$ cat src/rtl/spmem_pkj.sv
// Shared types for the sparse memory model and its request front-ends.
// Widths are fixed here; users import them rather than re-declaring.
package spmem_pkj;

  localparam int AddrWidth = 32;
  localparam int DataWidth = 64;
  localparam int LineBytes = DataWidth / 8;

  typedef logic [AddrWidth-1:0] addr_t;
  typedef logic [DataWidth-1:0] data_t;
  typedef logic [LineBytes-1:0] be_t;

  typedef enum logic [1:0] {
    RW_BYTE  = 2'd0,
    RW_HALF  = 2'd1,
    RW_WORD  = 2'd2,
    RW_DWORD = 2'd3
  } rwop_e;

  typedef enum logic [2:0] {
    IDLE,
    ISSUE0,
    WAIT0,
    ISSUE1,
    WAIT1,
    RESP
  } spsplit_state_e;

  // Byte-enable pattern of an access before it is shifted into its lane.
  function automatic be_t op_be(input rwop_e op);
    case (op)
      RW_BYTE: return 8'h01;
      RW_HALF: return 8'h03;
      RW_WORD: return 8'h0F;
      default: return 8'hFF;
    endcase
  endfunction

endpackage

$ cat src/rtl/spmem_load_align.sv
// Extracts a sized load from a two-line window {hi,lo} at byte offset off
// and zero- or sign-extends it to a full data word.
module spmem_load_align
  import spmem_pkj::*;
(
  input  logic [2*DataWidth-1:0] line,
  input  logic [2:0]             off,
  input  rwop_e                  op,
  input  logic                   load_unsigned,
  output data_t                  rdata
);

  data_t shifted;

  assign shifted = DataWidth'(line >> {off, 3'b000});

  always_comb begin
    rdata = shifted;
    case (op)
      RW_BYTE: rdata = {{56{!load_unsigned && shifted[7]}}, shifted[7:0]};
      RW_HALF: rdata = {{48{!load_unsigned && shifted[15]}}, shifted[15:0]};
      RW_WORD: rdata = {{32{!load_unsigned && shifted[31]}}, shifted[31:0]};
      default: rdata = shifted;
    endcase
  end

endmodule

$ cat src/rtl/spmem_access_splitter.sv
// Turns one sized, arbitrarily aligned load/store into one or two aligned
// memory beats and returns a single merged, extended response.
module spmem_access_splitter
  import spmem_pkj::*;
#(
  parameter bit AllowSplit = 1'b1
) (
  input  logic  clk,
  input  logic  rst,
  input  logic  req_valid,
  output logic  req_ready,
  input  addr_t req_addr,
  input  rwop_e req_op,
  input  logic  req_we,
  input  logic  req_unsigned,
  input  data_t req_wdata,
  output logic  rsp_valid,
  input  logic  rsp_ready,
  output data_t rsp_rdata,
  output logic  rsp_err,
  output logic  mem_valid,
  input  logic  mem_ready,
  output addr_t mem_addr,
  output logic  mem_we,
  output be_t   mem_be,
  output data_t mem_wdata,
  input  logic  mem_rvalid,
  input  data_t mem_rdata,
  output logic  err_unexp
);

  spsplit_state_e state, state_nxt;

  addr_t                  h_addr;
  rwop_e                  h_op;
  logic                   h_we, h_uns, h_cross, h_err;
  logic [2*LineBytes-1:0] h_mask;
  logic [2*DataWidth-1:0] h_wide;
  data_t                  lo, hi, load_data;

  logic [2:0] req_off;
  logic [3:0] req_size;
  logic       req_cross, accept;
  addr_t      line_addr;

  assign req_off   = req_addr[2:0];
  assign req_size  = 4'd1 << req_op;
  assign req_cross = ({1'b0, req_off} + req_size) > 4'd8;
  assign accept    = req_valid && (state == IDLE);
  assign line_addr = {h_addr[AddrWidth-1:3], 3'b000};

  always_ff @(posedge clk or posedge rst) begin
    if (rst) state <= IDLE;
    else     state <= state_nxt;
  end

  always_comb begin
    state_nxt = state;
    case (state)
      IDLE:    if (req_valid) state_nxt = (req_cross && !AllowSplit) ? RESP : ISSUE0;
      ISSUE0:  if (mem_ready) state_nxt = !h_we ? WAIT0 : (h_cross ? ISSUE1 : RESP);
      WAIT0:   if (mem_rvalid) state_nxt = h_cross ? ISSUE1 : RESP;
      ISSUE1:  if (mem_ready) state_nxt = h_we ? RESP : WAIT1;
      WAIT1:   if (mem_rvalid) state_nxt = RESP;
      RESP:    if (rsp_ready) state_nxt = IDLE;
      default: state_nxt = IDLE;
    endcase
  end

  // Request is decoded once into lane-positioned mask and data spanning two lines.
  always_ff @(posedge clk or posedge rst) begin
    if (rst) begin
      h_addr  <= '0;
      h_op    <= RW_BYTE;
      h_we    <= 1'b0;
      h_uns   <= 1'b0;
      h_cross <= 1'b0;
      h_err   <= 1'b0;
      h_mask  <= '0;
      h_wide  <= '0;
    end else if (accept) begin
      h_addr  <= req_addr;
      h_op    <= req_op;
      h_we    <= req_we;
      h_uns   <= req_unsigned;
      h_cross <= req_cross;
      h_err   <= req_cross && !AllowSplit;
      h_mask  <= {8'h00, op_be(req_op)} << req_off;
      h_wide  <= {{DataWidth{1'b0}}, req_wdata} << {req_off, 3'b000};
    end
  end

  always_ff @(posedge clk or posedge rst) begin
    if (rst) begin
      lo        <= '0;
      hi        <= '0;
      err_unexp <= 1'b0;
    end else begin
      if (state == WAIT0 && mem_rvalid) lo <= mem_rdata;
      if (state == WAIT1 && mem_rvalid) hi <= mem_rdata;
      if (mem_rvalid && state != WAIT0 && state != WAIT1) err_unexp <= 1'b1;
    end
  end

  spmem_load_align u_align (
    .line         ({hi, lo}),
    .off          (h_addr[2:0]),
    .op           (h_op),
    .load_unsigned(h_uns),
    .rdata        (load_data)
  );

  // Every output is a pure function of state and holding registers, so it stays put while stalled.
  always_comb begin
    req_ready = 1'b0;
    mem_valid = 1'b0;
    mem_addr  = '0;
    mem_we    = 1'b0;
    mem_be    = '0;
    mem_wdata = '0;
    rsp_valid = 1'b0;
    rsp_err   = 1'b0;
    rsp_rdata = '0;
    case (state)
      IDLE: req_ready = 1'b1;
      ISSUE0: begin
        mem_valid = 1'b1;
        mem_addr  = line_addr;
        mem_we    = h_we;
        mem_be    = h_mask[LineBytes-1:0];
        mem_wdata = h_wide[DataWidth-1:0];
      end
      ISSUE1: begin
        mem_valid = 1'b1;
        mem_addr  = line_addr + AddrWidth'(LineBytes);
        mem_we    = h_we;
        mem_be    = h_mask[2*LineBytes-1:LineBytes];
        mem_wdata = h_wide[2*DataWidth-1:DataWidth];
      end
      RESP: begin
        rsp_valid = 1'b1;
        rsp_err   = h_err;
        rsp_rdata = (h_we || h_err) ? '0 : load_data;
      end
      default: ;
    endcase
  end

endmodule

$ cat config.mk
export PLATFORM = sky130hd
export DESIGN_NAME = spmem_access_splitter
export DESIGN_NICKNAME = d
export VERILOG_FILES = /design/src/rtl/spmem_pkj.sv /design/src/rtl/spmem_load_align.sv /design/src/rtl/spmem_access_splitter.sv
export SDC_FILE = /design/constraint.sdc
export NUM_CORES = 1
export LEC_CHECK = 0
export BUFFER_PORTS_ARGS = -buffer_cell sky130_fd_sc_hd__buf_2
export CELL_PAD_IN_SITES_DETAIL_PLACEMENT = 0
export CELL_PAD_IN_SITES_GLOBAL_PLACEMENT = 1
export CORE_MARGIN = 2
export CORE_UTILIZATION = 40
export DETAILED_ROUTE_END_ITERATION = 10
export HOLD_SLACK_MARGIN = 0.05
export PLACE_DENSITY = 0.79
export SYNTH_ARGS = -nofsm -noshare
export SYNTH_HDL_FRONTEND = slang
export SYNTH_SLANG_ARGS = --single-unit
$ cat constraint.sdc
create_clock -name clk -period 9.4 [get_ports clk]
set_input_delay 0.94 -clock clk [delete_from_list [all_inputs] [get_ports clk]]
set_output_delay 0.94 -clock clk [all_outputs]
set_load 0.02 [all_outputs]
Word level (Yosys, flattened, before mapping) --
Cells that the tools add are included.
Operators by class: order comparisons 1, shift-type cells 4, mux-type cells 22, reductions and logical operators 14, equality and inequality tests 17, add/sub/neg operators 2
Operator list (count):
- one-hot mux 64 bit (3 select lines) | 1
- 2-to-1 mux 64 bit | 2
- one-hot mux 64 bit (2 select lines) | 1
- left shift 64 x 6 -> 128 bit | 1
- right shift 128 x 6 -> 64 bit | 1
- one-hot mux 32 bit (2 select lines) | 1
- adder 32 x 4 -> 32 bit, second input constant | 1
- 2-to-1 mux 3 bit | 8
- one-hot mux 8 bit (3 select lines) | 1
- one-hot mux 3 bit (6 select lines) | 1
- one-hot mux 8 bit (2 select lines) | 1
- left shift 8 x 3 -> 16 bit | 1
- inequality test 2 bit, second input constant | 6
- logical AND 1 bit | 8
- 2-to-1 mux 8 bit | 1
- == test 3 x 2 -> 1 bit, second input constant | 2
- == test 3 bit, second input constant | 2
- AND reduction 6 bit | 1
- 2-to-1 mux 1 bit | 5
- adder 3 x 4 -> 4 bit | 1
- == test 2 x 1 -> 1 bit, second input constant | 2
- == test 2 bit, second input constant | 2
- > comparator 4 bit, second input constant | 1
- zero test 2 bit | 2
- other kinds (7) | 7
Word-level totals: input bits 170, register bits 313, word-level logic and storage cells 71

Longest topological paths before layout --
Gate-level depths: netlist of the first run.
depth in word-level cells 5, gate-level depth with buffers 8, gate-level depth less buffers 6

Cells and area by module --
From an unflattened synthesis of the first run, not the netlist that was laid out.
Second synthesis, totals: cells, all modules 1848, area total of the unflattened synthesis 19173.4 um^2
Modules (own cells, without submodules):
- spmem_access_splitter | cells an instance 1546, area an instance 15600.0 um^2, times used 1
- spmem_load_align | cells an instance 302, area an instance 3573.4 um^2, times used 1

Worst setup path before layout of the first run --
Ideal clock, no wire load.
path kind reg2out, start point register h_addr[0], end point output rsp_rdata[55], cell stages (with the launch flop) 8, slack 6471 ps, data required time 8460 ps, path buffers 3, arrival time 1989 ps, cells stage by stage dfrtp_1 -> buf_4 -> buf_6 -> buf_2 -> mux4_2 -> mux2_2 -> o21ai_0 -> a21oi_1
On the way: cells in the longest elaborated chain, start to end 5, elaborated cells on any way between the ends 7, those cells by class shift (1); mux (3); reduce/logical (3)
RTL lines:
- start: declaration | line spmem_access_splitter.sv:34 | addr_t h_addr;
- start signal: assignment | line spmem_access_splitter.sv:82 | h_addr <= req_addr;
- right shift 128 x 6 -> 64 bit (*) | line spmem_load_align.sv:15 | assign shifted = DataWidth'(line >> {off, 3'b000});
- logical AND 1 bit, on equally long branches | line spmem_load_align.sv:22, spmem_load_align.sv:20, spmem_load_align.sv:21
- one-hot mux 64 bit (3 select lines) (*) | line spmem_load_align.sv:19 | case (op)
- 2-to-1 mux 64 bit (*) | line spmem_access_splitter.sv:143 | rsp_rdata = (h_we || h_err) ? '0 : load_data;
- 2-to-1 mux 64 bit (*) | line spmem_access_splitter.sv:124 | case (state)
- end: declaration | line spmem_access_splitter.sv:19 | output data_t rsp_rdata,
Mark *: on every way between the ends. The rest lies on a longest branch, timed or not.

Worst setup path in the final report of the first run --
start point register h_addr[0], end point output rsp_rdata[38]
Same word-level chain as after synthesis.

==> results of run 1 <==
## how the worst max path moves through the flow
stage / cells after the start / endpoint
detailed placement: 6 / rsp_rdata[37]
global placement: 6 / rsp_rdata[38]
finish: 6 / rsp_rdata[38]
CTS: 6 / rsp_rdata[37]
global route: 6 / rsp_rdata[37]
floorplan: 1 / err_unexp$_DFFE_PP0P_
## layout make-up
class	count	area share (%)
diodes	13	0.1491
clock buffers	54	5.052
clock inverters	13	0.6939
inverters	8	0.1720
multi-input cells	1289	47.98
flip-flops and latches	296	34.01
well taps	600	3.441
repair buffers	360	8.510
## routing by layer
metal,up-vias,part of all wire [%]
met2,700,46
met3,139,8.1
met5,-,0.12
met1,7785,43
met4,12,3.3
li1,6899,-
## layout by cell type, fill, tap and decap left out, drive strengths merged, types with 11 or more instances in the layout
cell type and instances:
nor3 15, diode 13, mux2i 178, a21oi 78, o21ai 70, mux4 93
o2bb2ai 17, a22o 43, buf 360, dfrtp 296, nand2 233, nand3 21
a221oi 17, o31ai 20, clkbuf 54, nor2 155, a31oi 19, and2 11
mux2 187, or2 13
## worst max-delay path: stages, from the launching register on
cell	delay, ns
dfrtp_4	0.84
buf_4	0.92
mux4_2	0.63
mux2_2	0.29
o21ai_0	0.32
a21oi_1	0.07
buf_2	0.21
## sequential cells by signal (all words and copies together), names as in the netlist
signal / count
h_op: 2
lo: 64
h_mask: 15
hi: 56
h_cross: 1
state: 3
err_unexp: 1
h_wide: 120
h_addr: 32
h_we: 1
h_uns: 1
## power by group
part	total (mW)	leakage, nW	internal, mW	switching [mW]
sequential	2.53	3.66	1.86	0.668
clock	1.48	0.611	0.898	0.580
combinational	3.56	5.50	1.75	1.81
total	7.57	9.77	4.51	3.06
## per-stage QoR
step	hold WS [ns]	cells	util (%)	cell area (µm²)	total power, mW
final	0.4671	2633	47.87	21820	7.570
after global placement	0.4505	2553	45.05	20530	5.977
after floorplan	0.4385	1756	-	18570	5.096
after CTS	0.4728	2620	47.80	21790	7.599
after global routing	0.4889	2629	47.85	21810	8.026
after detailed placement	0.4607	2553	45.05	20530	6.079
## logic make-up (layout without fill, tap and decap cells)
| logic type | count (synthesis) | after routing | share of synthesized area, % |
|---|---|---|---|
| compound gates | 301 | 301 | 10.84 |
| xor+xnor | 14 | 14 | 0.6607 |
| fa+ha+maj | 5 | 5 | 0.3776 |
| buf+inv | 171 | 435 | 4.058 |
| flops | 296 | 296 | 39.91 |
| mux | 458 | 458 | 32.25 |
| other cells | 1 | 17 | 0.02021 |
| simple gates | 507 | 507 | 11.88 |
==> impl_metrics.tcl, run 1 <==
set metrics [dict create \
    run_status "complete, no violations" \
    r2r_end "h_wide[7]$_DFFE_PP0P_" \
    yosys_most_used_dff "dfrtp_1" \
    worst_setup_hold_path_clk_slew_ns 0.06 \
    globalRoute.totalOverflow 0 \
    hpwlAfterDp_um 41590 \
    post_cts_sizing 0 \
    detail_route.wirelength_um 59980 \
    synth_cell_types 58 \
    max_clock_freq_mhz 206.2 \
    max_slew.worst_pin.slew_ns 1.193 \
    rr_worst_depth 5 \
    timing.hold.worst.class "flop to flop" \
    detail_routed_via_count_per_cell 5.900 \
    list_of_most_frequent_post_synthesis_cells "dfrtp_1 (296), nand2_1 (233), mux2_2 (185)" \
    clkSinkCount 296 \
    tritoncts.num_buffers 38 \
    cts_buffer_depth 3 \
    synthTopCellsByArea "dfrtp_1 (40%), mux4_2 (11%), mux2_2 (11%), mux2i_1 (9.6%), nand2_1 (4.7%)" \
    final.setup_skew_ns 0.02833 \
    vdd_drop_max_mv 0.1890 \
    worst_setup_path_end_kind "output port" \
    wire_length_of_the_first_global_routing_pass_um 90520 \
    wl_per_cell_um 22.78 \
    share_of_the_yosys_chip_area_belonging_to_registers_pct 39.91 \
    syn-instance-count 1753 \
    gr-max-usage-layer "met2" \
    finalSetupViolCount 0 \
    synth.most_common_cell "dfrtp_1" \
    worst_ep_arrival_time_ns 3.91 \
    min_period_over_period_pct 51.60 \
    seq_area_um2 7420 \
    leakagePower_nw 9.771 \
    setup_slack_ns 4.549 \
    max-slew-margin-rel_pct 20.12 \
    grt.total_usage_pct 24.45 \
    path_class "flop to output port" \
    die_width_um 219.4 \
    yosys_top_cell_area_share_pct 39.91 \
    floorplan.initialDensity_pct 40.72 \
    cts_hold_buf 0 \
    die_height_um 219.4 \
    postSynthRegisterBits 296 \
    synth_edf_count 0 \
    worst_setup_path_startpoint "h_addr[0]$_DFFE_PP0P_" \
    port_buffer_cells 339 \
    maxCapViolCount 0 \
    clk-insertion-delay-late_ns 0.55 \
    detail-route-antenna-nets 0 \
    worst_setup_slack_post_dpl_ns 5.084 \
    grtUsageMet2_pct 36.86 \
    worstPathMaxFanout 64 \
    hold_start "err_unexp$_DFFE_PP0P_" \
    synth_largest_area_cell "dfrtp_1" \
    finalWeightedCongestion 0.8760 \
    h_tree_levels 2 \
    setup_total_negative_slack_ns 0 \
    drt_drc 0 \
    holdPathStages 1 \
    vias 15540 \
    grt_pass1_vias 15080 \
    maximum_number_of_pins_on_one_net_before_global_route_repair 104 \
    grt_use_met3_pct 5.641 \
    timing_hold_violations_final 0 \
    globalRouteMet1Util_pct 34.11 \
    syn2layout_area_growth_pct 17.56 \
    mappedNetlistArea_um2 18560 \
    fp.coreArea_um2 45580 \
    top_level_ports 344 \
    synth_async_sr_flop_share_pct 100.0 \
    num-nets-final 2168 \
    standard_cell_row_count 78 \
    filler_cell_count 4214 \
    cts_tree "yes" \
    grt_setup_unrepaired "no" \
    finalMaxSlewViolations 0 \
    die_area_um2 48140 \
    multiInputGateArea_um2 10470 \
    synth.yosys.warnings 0 \
    ctsRootBufferMaster "clkbuf_16" \
    syn_avg_cell_area_um2 10.59 \
    drive_gt1_share_pct 36.14 \
    grt_antenna_before_repair 17 \
    worstHoldEndpoint "err_unexp$_DFFE_PP0P_" \
    critical_path_required_ns 8.46 \
    worst-r2r-setup-slack_ns 5.73 \
    kind_of_start_point_of_the_critical_path "flop" \
    drt_first_iter_violations 1570 \
    fin_crit_ns 4.851 \
    critical_path.reg2reg.startpoint "state[1]$_DFFE_PP0P_" \
    drtPass1Iterations 6 \
    post-cts-setup-buffer-count 0 \
    powerDensity_nw_per_um2 347.0 \
]
(Power assumes the default switching activity.)
==> run 2, diff against run 1 <==
- clock period: 9.4 -> 3.93 ns (I/O delays scaled with it)
==> run 2 against run 1 <==
Against the previous run:
- total power grew 150%
- final cell count rose by 2.1%
- setup slack worse by 4.2 ns
- core utilization is 1.6 points higher
- clock skew grew 0.00056 ns
- hold slack got worse by 0.40 ns
- routed wire length is 0.27% higher
- largest cell class unchanged
==> impl_metrics.tcl, run 2 (same netlist as run 1, synthesis figures left out) <==
set metrics [dict create \
    worst_setup_path_end_kind "output port" \
    top_level_ports 344 \
    seq_area_um2 7420 \
    drt_drc 0 \
    final.setup_skew_ns 0.02889 \
    die_height_um 219.4 \
    post_cts_sizing 0 \
    critical_path.reg2reg.startpoint "state[1]$_DFFE_PP0P_" \
    port_buffer_cells 339 \
    timing_hold_violations_final 0 \
    worst_setup_path_startpoint "h_addr[0]$_DFFE_PP0P_" \
    drive_gt1_share_pct 36.13 \
    grt_pass1_vias 15680 \
    multiInputGateArea_um2 10470 \
    grt.total_usage_pct 24.69 \
    drtPass1Iterations 7 \
    syn2layout_area_growth_pct 21.51 \
    tritoncts.num_buffers 38 \
    biggestRegsByFlops "h_wide x120, lo x64, hi x56" \
    drt_first_iter_violations 1408 \
    detail-route-antenna-nets 0 \
    worstPathMaxFanout 85 \
    detail_route.wirelength_um 60140 \
    maxCapViolCount 0 \
    holdWs_ns 0.07172 \
    number_of_flip_flops_under_the_largest_register_name 120 \
    globalRoute.totalOverflow 0 \
    min_period_over_period_pct 91.86 \
    final_common_cell "buf_2" \
    worst_setup_path_endpoint "rsp_rdata[38]" \
    max_slew.worst_pin.slew_ns 1.065 \
    finalMaxSlewViolations 0 \
    worst_ep_arrival_time_ns 3.22 \
    r2r_end "h_wide[4]$_DFFE_PP0P_" \
    maximum_number_of_pins_on_one_net_before_global_route_repair 128 \
    leakagePower_nw 10.10 \
    rr_worst_depth 8 \
    filler_cell_count 4136 \
    grt_antenna_before_repair 16 \
    cts_tree "yes" \
    clkSinkCount 296 \
    finalSetupViolCount 0 \
    max-slew-margin-rel_pct 29.01 \
    worst-r2r-setup-slack_ns 1.33 \
    cts_buffer_depth 3 \
    clk-insertion-delay-late_ns 0.56 \
    timing.hold.worst.class "input pin to flop" \
    num-nets-final 2222 \
    vdd_drop_max_mv 0.4483 \
    critical_path_required_ns 3.54 \
    grt_setup_unrepaired "no" \
    finalWeightedCongestion 0.9036 \
    path_class "flop to output port" \
    setup_total_negative_slack_ns 0 \
    die_area_um2 48140 \
    registers.top_by_ff_count "h_wide" \
    final_cell_mix "buf_2 (338), dfrtp_1 (292), nand2_1 (231)" \
    hpwlAfterDp_um 41840 \
    final_design_utilization_pct 49.48 \
    ctsRootBufferMaster "clkbuf_16" \
    floorplan.initialDensity_pct 40.72 \
    wire_length_of_the_first_global_routing_pass_um 91780 \
    fp.coreArea_um2 45580 \
    kind_of_start_point_of_the_critical_path "flop" \
    worst_setup_hold_path_clk_slew_ns 0.06 \
    powerDensity_nw_per_um2 827.2 \
    wl_per_cell_um 22.37 \
    die_width_um 219.4 \
    standard_cell_row_count 78 \
    max_clock_freq_mhz 277.0 \
    fin_crit_ns 3.610 \
    h_tree_levels 2 \
    vias 15560 \
    detail_routed_via_count_per_cell 5.789 \
    run_status "complete, no violations" \
]
## run 2: worst min-delay path by stage
stage	start	end	slack [ns]	cells after the start
after global placement	h_wide[112]$_DFFE_PP0P_	h_wide[112]$_DFFE_PP0P_	0.45	2
after detailed placement	h_wide[113]$_DFFE_PP0P_	h_wide[113]$_DFFE_PP0P_	0.46	2
final	mem_rdata[34]	lo[34]$_DFFE_PP0P_	0.07	2
after floorplan	h_wide[112]$_DFFE_PP0P_	h_wide[112]$_DFFE_PP0P_	0.44	2
after global routing	mem_rdata[42]	hi[42]$_DFFE_PP0P_	0.06	2
after CTS	mem_rdata[2]	hi[2]$_DFFE_PP0P_	0.05	2
## run 2: timing repair
item,4_1_cts,5_1_grt
endpoints found under the hold margin,53,0
setup buffers,0,0
hold buffers,38,0
## run 2: layout make-up
type	count	area share, %
multi-input cells	1289	46.41
flip-flops and latches	296	32.90
repair buffers	414	10.90
clock buffers	49	4.716
well taps	600	3.329
clock inverters	20	1.465
inverters	8	0.1498
diodes	12	0.1332
## run 2: critical path: stages (launching register included)
cell and delay [ns]:
dfrtp_4 0.59, buf_12 0.49, mux4_2 0.60, mux2_2 0.29, o21ai_0 0.34, a21oi_1 0.08, buf_2 0.18
## run 2: report_power, final
part	total, mW	switching, mW	internal, mW
sequential	6.01	1.55	4.46
combinational	8.76	4.46	4.30
clock	3.89	1.44	2.45
total	18.7	7.45	11.2
## run 2: routing by layer
| metal | routed length [µm] | GRT usage (%) |
|---|---|---|
| met2 | 27740 | 37.79 |
| met4 | 2030 | 9.189 |
| met3 | 4322 | 5.489 |
| met1 | 25990 | 34.25 |
| met5 | 60 | 0 |
## run 2: metrics by stage
| step | worst slack, ns | total power [mW] | instances | cell area [µm²] |
|---|---|---|---|---|
| 3_5_place_dp | 0.8943 | 14.69 | 2569 | 20750 |
| 6_report | 0.3199 | 18.65 | 2688 | 22550 |
| 5_1_grt | 0.1623 | 19.76 | 2685 | 22540 |
| 2_1_floorplan | -0.3941 | 12.19 | 1756 | 18570 |
| 3_3_place_gp | 0.9367 | 14.42 | 2569 | 20750 |
| 4_1_cts | 0.2834 | 18.70 | 2676 | 22520 |
